### src/rtl/fifo_uart_pkg.sv
// Shared definitions for the FIFO-draining UART transmitter: defaults,
// frame size and FSM state encoding.
package fifo_uart_pkg;

    localparam int DEF_CLKS_PER_BIT = 32;
    localparam int DEF_DATA_W       = 8;
    localparam int FRAME_BITS       = DEF_DATA_W + 2;

    typedef enum logic [2:0] {
        ST_IDLE  = 3'd0,
        ST_FETCH = 3'd1,
        ST_LATCH = 3'd2,
        ST_START = 3'd3,
        ST_DATA  = 3'd4,
        ST_STOP  = 3'd5
    } tx_state_e;

endpackage

### src/rtl/uart_bit_timer.sv
// Per-bit baud counter: counts 0..CLKS_PER_BIT-1 while enabled and flags the
// last (bit_end) and second-to-last (pre_end) cycle of each bit.
module uart_bit_timer #(
    parameter int CLKS_PER_BIT = 32,
    localparam int CNT_W = $clog2(CLKS_PER_BIT)
) (
    input  logic clk,
    input  logic rst_n,
    input  logic clear,
    input  logic enable,
    output logic bit_end,
    output logic pre_end
);

    localparam logic [CNT_W-1:0] LAST = CNT_W'(CLKS_PER_BIT - 1);
    localparam logic [CNT_W-1:0] PRE  = CNT_W'(CLKS_PER_BIT - 2);

    logic [CNT_W-1:0] baud_cnt;

    assign bit_end = enable && (baud_cnt == LAST);
    assign pre_end = enable && (baud_cnt == PRE);

    // The count never overflows: it is cleared explicitly at the bit boundary.
    always_ff @(posedge clk or negedge rst_n) begin
        if (!rst_n) begin
            baud_cnt <= '0;
        end else if (clear || bit_end) begin
            baud_cnt <= '0;
        end else if (enable) begin
            baud_cnt <= baud_cnt + CNT_W'(1);
        end
    end

endmodule

### src/rtl/fifo_uart_tx.sv
// 8N1 UART transmitter that pops bytes from a FIFO with a one-cycle read
// strobe and serialises them LSB first on tx.
module fifo_uart_tx
    import fifo_uart_pkg::*;
#(
    parameter int CLKS_PER_BIT = DEF_CLKS_PER_BIT,
    parameter int DATA_W       = DEF_DATA_W
) (
    input  logic              clk,
    input  logic              rst_n,
    input  logic              fifo_empty,
    input  logic [DATA_W-1:0] fifo_rd_data,
    output logic              fifo_rd_en,
    output logic              tx,
    output logic              tx_busy,
    output logic              frame_done,
    output tx_state_e         dbg_state
);

    localparam int IDX_W = (DATA_W > 1) ? $clog2(DATA_W) : 1;
    localparam logic [IDX_W-1:0] LAST_IDX = IDX_W'(DATA_W - 1);

    tx_state_e         state;
    logic [DATA_W-1:0] shift_reg;
    logic [IDX_W-1:0]  bit_idx;
    logic              timer_clear;
    logic              timer_en;
    logic              bit_end;
    logic              pre_end;

    assign timer_en    = (state == ST_START) || (state == ST_DATA) || (state == ST_STOP);
    assign timer_clear = (state == ST_LATCH);
    assign dbg_state   = state;

    uart_bit_timer #(
        .CLKS_PER_BIT(CLKS_PER_BIT)
    ) u_timer (
        .clk     (clk),
        .rst_n   (rst_n),
        .clear   (timer_clear),
        .enable  (timer_en),
        .bit_end (bit_end),
        .pre_end (pre_end)
    );

    // fifo_empty is only looked at in IDLE and on the final STOP cycle.
    always_ff @(posedge clk or negedge rst_n) begin
        if (!rst_n) begin
            state      <= ST_IDLE;
            fifo_rd_en <= 1'b0;
            tx         <= 1'b1;
            tx_busy    <= 1'b0;
            frame_done <= 1'b0;
            shift_reg  <= '0;
            bit_idx    <= '0;
        end else begin
            fifo_rd_en <= 1'b0;
            frame_done <= 1'b0;
            case (state)
                ST_IDLE: begin
                    tx <= 1'b1;
                    if (!fifo_empty) begin
                        state      <= ST_FETCH;
                        fifo_rd_en <= 1'b1;
                        tx_busy    <= 1'b1;
                    end
                end
                ST_FETCH: state <= ST_LATCH;
                ST_LATCH: begin
                    shift_reg <= fifo_rd_data;
                    bit_idx   <= '0;
                    tx        <= 1'b0;
                    state     <= ST_START;
                end
                ST_START: begin
                    if (bit_end) begin
                        tx        <= shift_reg[0];
                        shift_reg <= shift_reg >> 1;
                        state     <= ST_DATA;
                    end
                end
                ST_DATA: begin
                    if (bit_end) begin
                        if (bit_idx == LAST_IDX) begin
                            tx    <= 1'b1;
                            state <= ST_STOP;
                        end else begin
                            tx        <= shift_reg[0];
                            shift_reg <= shift_reg >> 1;
                            bit_idx   <= bit_idx + IDX_W'(1);
                        end
                    end
                end
                ST_STOP: begin
                    // Registered one cycle early so the pulse lands on the last stop cycle.
                    frame_done <= pre_end;
                    if (bit_end) begin
                        if (!fifo_empty) begin
                            state      <= ST_FETCH;
                            fifo_rd_en <= 1'b1;
                        end else begin
                            state   <= ST_IDLE;
                            tx_busy <= 1'b0;
                        end
                    end
                end
                default: state <= ST_IDLE;
            endcase
        end
    end

endmodule

### config.mk
export PLATFORM = sky130hd
export DESIGN_NAME = fifo_uart_tx
export DESIGN_NICKNAME = d
export VERILOG_FILES = /design/src/rtl/fifo_uart_pkg.sv /design/src/rtl/uart_bit_timer.sv /design/src/rtl/fifo_uart_tx.sv
export SDC_FILE = /design/constraint.sdc
export NUM_CORES = 1
export LEC_CHECK = 0
export BUFFER_PORTS_ARGS = -buffer_cell sky130_fd_sc_hd__buf_2
export CAP_MARGIN = 15
export CORE_MARGIN = 1.5
export CORE_UTILIZATION = 45
export DETAILED_ROUTE_END_ITERATION = 8
export HOLD_SLACK_MARGIN = 0.03
export PLACE_DENSITY = 0.66
export SKIP_LAST_GASP = 1
export SYNTH_ARGS = -nofsm -noshare
export SYNTH_HDL_FRONTEND = slang
export SYNTH_HIERARCHICAL = 1
export SYNTH_SLANG_ARGS = --single-unit
### constraint.sdc
create_clock -name clk -period 2.9 [get_ports clk]
set_clock_uncertainty 0.1 [all_clocks]
set_input_delay 0.29 -clock clk [delete_from_list [all_inputs] [get_ports clk]]
set_output_delay 0.29 -clock clk [all_outputs]
set_load 0.01 [all_outputs]
Word level (Yosys, flattened, before mapping)
Index checks and enable logic that the tools add are counted.
- add/sub/neg operators: 2
- reduce and logical (&&, ||, !) cells: 16
- equal/unequal tests: 15
- mux-type cells: 28
- operators by type and width (kind ; count):
    8-bit 2-to-1 mux ; 3
    8-bit case mux with 3 select lines ; 1
    3-bit 2-to-1 mux ; 7
    3-bit case mux with 6 select lines ; 1
    5-bit == test, second input constant ; 2
    1-bit 2-to-1 mux ; 10
    5-bit 2-to-1 mux ; 2
    3-bit == test, second input constant ; 3
    2-bit by 1-bit != test with 1-bit output, second input constant ; 4
    4-bit AND reduction ; 2
    3-bit by 2-bit == test with 1-bit output, second input constant ; 2
    2-bit != test, second input constant ; 3
    3-bit case mux with 2 select lines ; 1
    3-bit AND reduction ; 2
    2-bit nonzero test ; 3
    5-bit by 1-bit adder with 5-bit output, second input constant ; 1
    5-bit AND reduction ; 1
    1-bit case mux with 2 select lines ; 2
    1-bit case mux with 4 select lines ; 1
    4-bit nonzero test ; 1
    3-bit by 1-bit adder with 3-bit output, second input constant ; 1
    3-bit by 1-bit == test with 1-bit output, second input constant ; 1
    3-bit zero test ; 1
    1-bit logical OR ; 3
    2 further kinds ; 3
- output and inout port bits: 7
- word-level logic and storage cells: 69
- flip-flop bits (word level): 23

Longest topological paths before layout
- depth in word-level cells: 6
- gate-level depth with buffers: 10
- depth with buffers taken out: 7

Hierarchy
The synthesis kept the hierarchy.
- modules (own cells, without submodules) (module ; cells each ; times used ; area an instance (um^2)):
    fifo_uart_tx ; 111 ; 1 ; 1094.8
    uart_bit_timer ; 31 ; 1 ; 297.8

Worst setup path after synthesis
OpenSTA, ideal clock, no wires.
- kind: reg2reg
- from: register state[0] (netlist: dbg_state[0])
- to: register shift_reg[0]
- setup time: 0.131 ns
- data required time: 2.669 ns
- stages on the path, launching flop included: 11
- slack: 0.477 ns
- arrival time: 2.192 ns
- period minus slack after synthesis: 2.423 ns
- path through: dfrtp_1 > buf_6 > buf_2 > nand3b_1 > o21ai_0 > and2_2 > buf_4 > nor3b_4 > a22o_1 > buf_6 > a31oi_1
- longest elaborated chain between the ends: 6
- RTL lines (element ; line ; source):
    start, declared ; fifo_uart_tx.sv:23 ; tx_state_e state;
    start signal, assigned ; fifo_uart_tx.sv:49 ; state <= ST_IDLE;
    start signal, assigned ; fifo_uart_tx.sv:63 ; state <= ST_FETCH;
    start signal, assigned ; fifo_uart_tx.sv:68 ; ST_FETCH: state <= ST_LATCH;
    3-bit by 2-bit == test with 1-bit output / 3-bit == test (equally long branches) ; fifo_uart_tx.sv:31 ; assign timer_en = (state == ST_START) || (state == ST_DATA) || (state == ST_STOP);
    1-bit logical OR ; fifo_uart_tx.sv:31 ;
    1-bit logical OR * ; fifo_uart_tx.sv:31 ;
    named net timer_en ; fifo_uart_tx.sv:27 ; logic timer_en;
    1-bit logical AND * ; uart_bit_timer.sv:20 ; assign bit_end = enable && (baud_cnt == LAST);
    named net bit_end ; fifo_uart_tx.sv:28 ; logic bit_end;
    2-bit by 1-bit != test with 1-bit output (no source line) ; -- ;
    4-bit AND reduction (no source line) * ; -- ;
    end signal, assigned ; fifo_uart_tx.sv:70 ; shift_reg <= fifo_rd_data;
    end signal, assigned ; fifo_uart_tx.sv:78 ; shift_reg <= shift_reg >> 1;
    end signal, assigned ; fifo_uart_tx.sv:89 ; shift_reg <= shift_reg >> 1;
    end, declared ; fifo_uart_tx.sv:24 ; logic [DATA_W-1:0] shift_reg;
The timed path passes the listed nets; every way through them passes the cells marked *.
A chain may end at the register's enable or synchronous reset.

Worst setup path after layout
- from: register state[2] (netlist: dbg_state[2])
- to: register shift_reg[4]
The elaborated chain is that of the path after synthesis.

==> run metrics <==
largest family of logic cells by synthesized area=simple AND/OR/NAND/NOR gates; area leader, netlist=dfrtp_1; vias in the first global route=around 1,000; TNS Setup=0 ns; DRT Pass-1 Iters=4; Setup Buffers After CTS=0; period utilization=about nine tenths; nets=between 150 and 200; R2R cell count=6; Synth Area in Compound Gates=roughly a fifth; Final ANT Viol Nets=0; Worst-path clk slew=0.13 ns; Post-synth EDFFs=0; root buffer cell=clkbuf_4; area of the die=~0.0034 mm^2; antenna cells=0; clock buffer depth=2; FP Rows=20; TritonCTS clock tree=built; CP Launch Type=flop; num ports=18; IR drop worst, VDD=0.159 mV; synthesized net count=around 160; worst hold path class=input pin to flop; Sink Count=23; global-route congestion overflow total=0; setup slack after layout=roughly 0.34 ns; share of cells above drive strength 1=around 22%; Core Region=approximately 0.0030 mm^2; Yosys cell types=42; DRC=0; Clk Latency, worst-skew pair=~0.30 ns; post-synthesis adder-cell area fraction=4.49%; vias=approximately 1,100; post-synthesis mux area share=under 10%; max reg flops=8; critical path arrival=roughly 2.7 ns; most frequent cell after synthesis=dfrtp_1; hpwl dp=roughly 1900 um; htree depth=1; overall routing resource usage=approximately 17%; Syn Inst Count=about 140; total wire length=~2700 um; Synth Register Bits=23; Fmax=390 MHz; crit path kind=flop to flop; Area Overhead vs Synth=7.55%; synthesized area per cell=9.81 um^2; Num CTS Buffers=3; max-cap violations=0; R2R Setup Slk=between 0.3 and 0.4 ns; Resized cells post-CTS=0; max-slew violations=0; die height=around 60 um; die width=between 50 and 60 um; top cells by area, synth=dfrtp_1 40%, ha_1 4.5%, a221oi_1 4.4%; asr flop ratio synth=100%; worst path required time=slightly below 3 ns; status=finished clean; xor and xnor fraction of the mapped netlist area=0%; worst-path maximum fanout=15; Mapped Area=between 0.001 and 0.0015 mm^2; initial antenna violation count=0; Final min period=between 2 and 3 ns; dpl ws=0.381 ns; DR vias/cell=between 5 and 6; WL per Instance=~14 um; largest net degree at the start of global routing=24; CP endpoint kind=flop; initial DRC count=just over 50; Hold Path Depth=2; Port Buffers=17; Leakage=around 0.00067 uW; Synth Warn #=6; final hold viol count=0; simple-gate share of the synthesized area=between 20% and 30%; first-pass GRT wire length=approximately 4500 um; Synth Flop Type=dfrtp_1; # setup viols final=0; Power Density=336 mW/mm^2; Synth top cells by count=22 x dfrtp_1, 10 x nor2_1, 10 x o21ai_0, 8 x a31oi_1, 8 x nand3_1; Slew @ Worst Pin=approximately 0.52 ns; GP Congestion=around 0.77; top-area cell type share of the netlist area=39.5%; Seq/Total Area, Yosys=41.4%; Rel. slew slack=65.0%; Initial Utilization=between 40 and 50%; RSZ-0062 raised after global routing=no
-- stage by stage --
step | hold slack [ns] | power (uW) | cell area (um^2) | utilization [%] | instances
2_1_floorplan | -0.106 | 346 | 1390 | - | 142
3_3_place_gp | 0.193 | 362 | 1460 | 48.7 | 184
3_5_place_dp | 0.202 | 363 | 1460 | 48.7 | 184
4_1_cts | 0.0870 | 515 | 1500 | 49.9 | 189
5_1_grt | 0.0841 | 533 | 1500 | 49.9 | 189
6_report | 0.0930 | 503 | 1500 | 49.9 | 189
-- cell families (layout without fill, tap and decap cells) --
family / Yosys count / after routing
flip-flops: 23 / 23
multiplexers: 6 / 6
AO/OA/AOI/OAI: 42 / 42
AND/OR/NAND/NOR: 47 / 47
buffers and inverters: 19 / 33
adder cells (fa/ha/maj): 5 / 5
-- worst paths after layout --
path | startpoint | end
worst max-delay path | dbg_state[2]$_DFFE_PN0P_ | shift_reg[4]$_DFFE_PN0P_
worst min-delay path | fifo_rd_data[7] | shift_reg[7]$_DFFE_PN0P_
worst max register to register | dbg_state[2]$_DFFE_PN0P_ | shift_reg[4]$_DFFE_PN0P_
worst min register to register | shift_reg[7]$_DFFE_PN0P_ | shift_reg[7]$_DFFE_PN0P_
max in group asynchronous | rst_n | tx$_DFFE_PN1P_
min in group asynchronous | rst_n | dbg_state[2]$_DFFE_PN0P_
-- worst max-delay path, stage by stage (launching register included) --
cell and delay, ns:
dfrtp_1 0.54, nand3b_1 0.39, o21ai_0 0.20, and2_2 0.30, nor3b_4 0.36, a22o_1 0.43
a31oi_1 0.14
-- cell usage in the layout (no fill, tap or decap), types with 2 or more instances in the layout --
cell / Yosys / routed
nor2_1: 10 / 10
nor3_1: 3 / 3
nor3b_4: 2 / 2
buf_4: 2 / 4
nor2b_1: 4 / 4
a221oi_1: 7 / 7
clkbuf_4: 0 / 3
nand3_1: 8 / 8
nand2b_1: 3 / 3
mux2i_1: 2 / 2
a31oi_1: 8 / 8
nand2_1: 6 / 6
mux2_2: 3 / 3
nand3b_1: 2 / 2
buf_2: 4 / 17
inv_1: 7 / 7
a21oi_1: 7 / 7
ha_1: 5 / 5
dfrtp_1: 22 / 22
o21ai_0: 10 / 10
-- layer usage --
metal	wire, um	track usage, %	part of all wire, %
met1	1250	23.8	47
met2	1290	26.8	48
met3	114	2.86	4.3
met4	16	5.84	0.60
met5	0	0	0
-- power breakdown --
group / switching, uW / total [uW] / internal (uW)
Clock: 91.9 / 145 / 53.5
Combinational: 14.7 / 27.2 / 12.5
Sequential: 3.06 / 330 / 327
-- repair_timing --
action	4_1_cts	5_1_grt
hold buffers	1	0
setup endpoints to repair	0	0
hold endpoints to repair	22	0
-- cell type report --
cell class	instances	area (um^2)
Fill cell	294	1510
Inverter	7	26.3
Timing Repair Buffer	22	125
Multi-Input combinational cell	100	702
Clock buffer	4	26.3
Tap cell	33	41.3
Sequential cell	23	577
(Power assumes the default switching activity.)
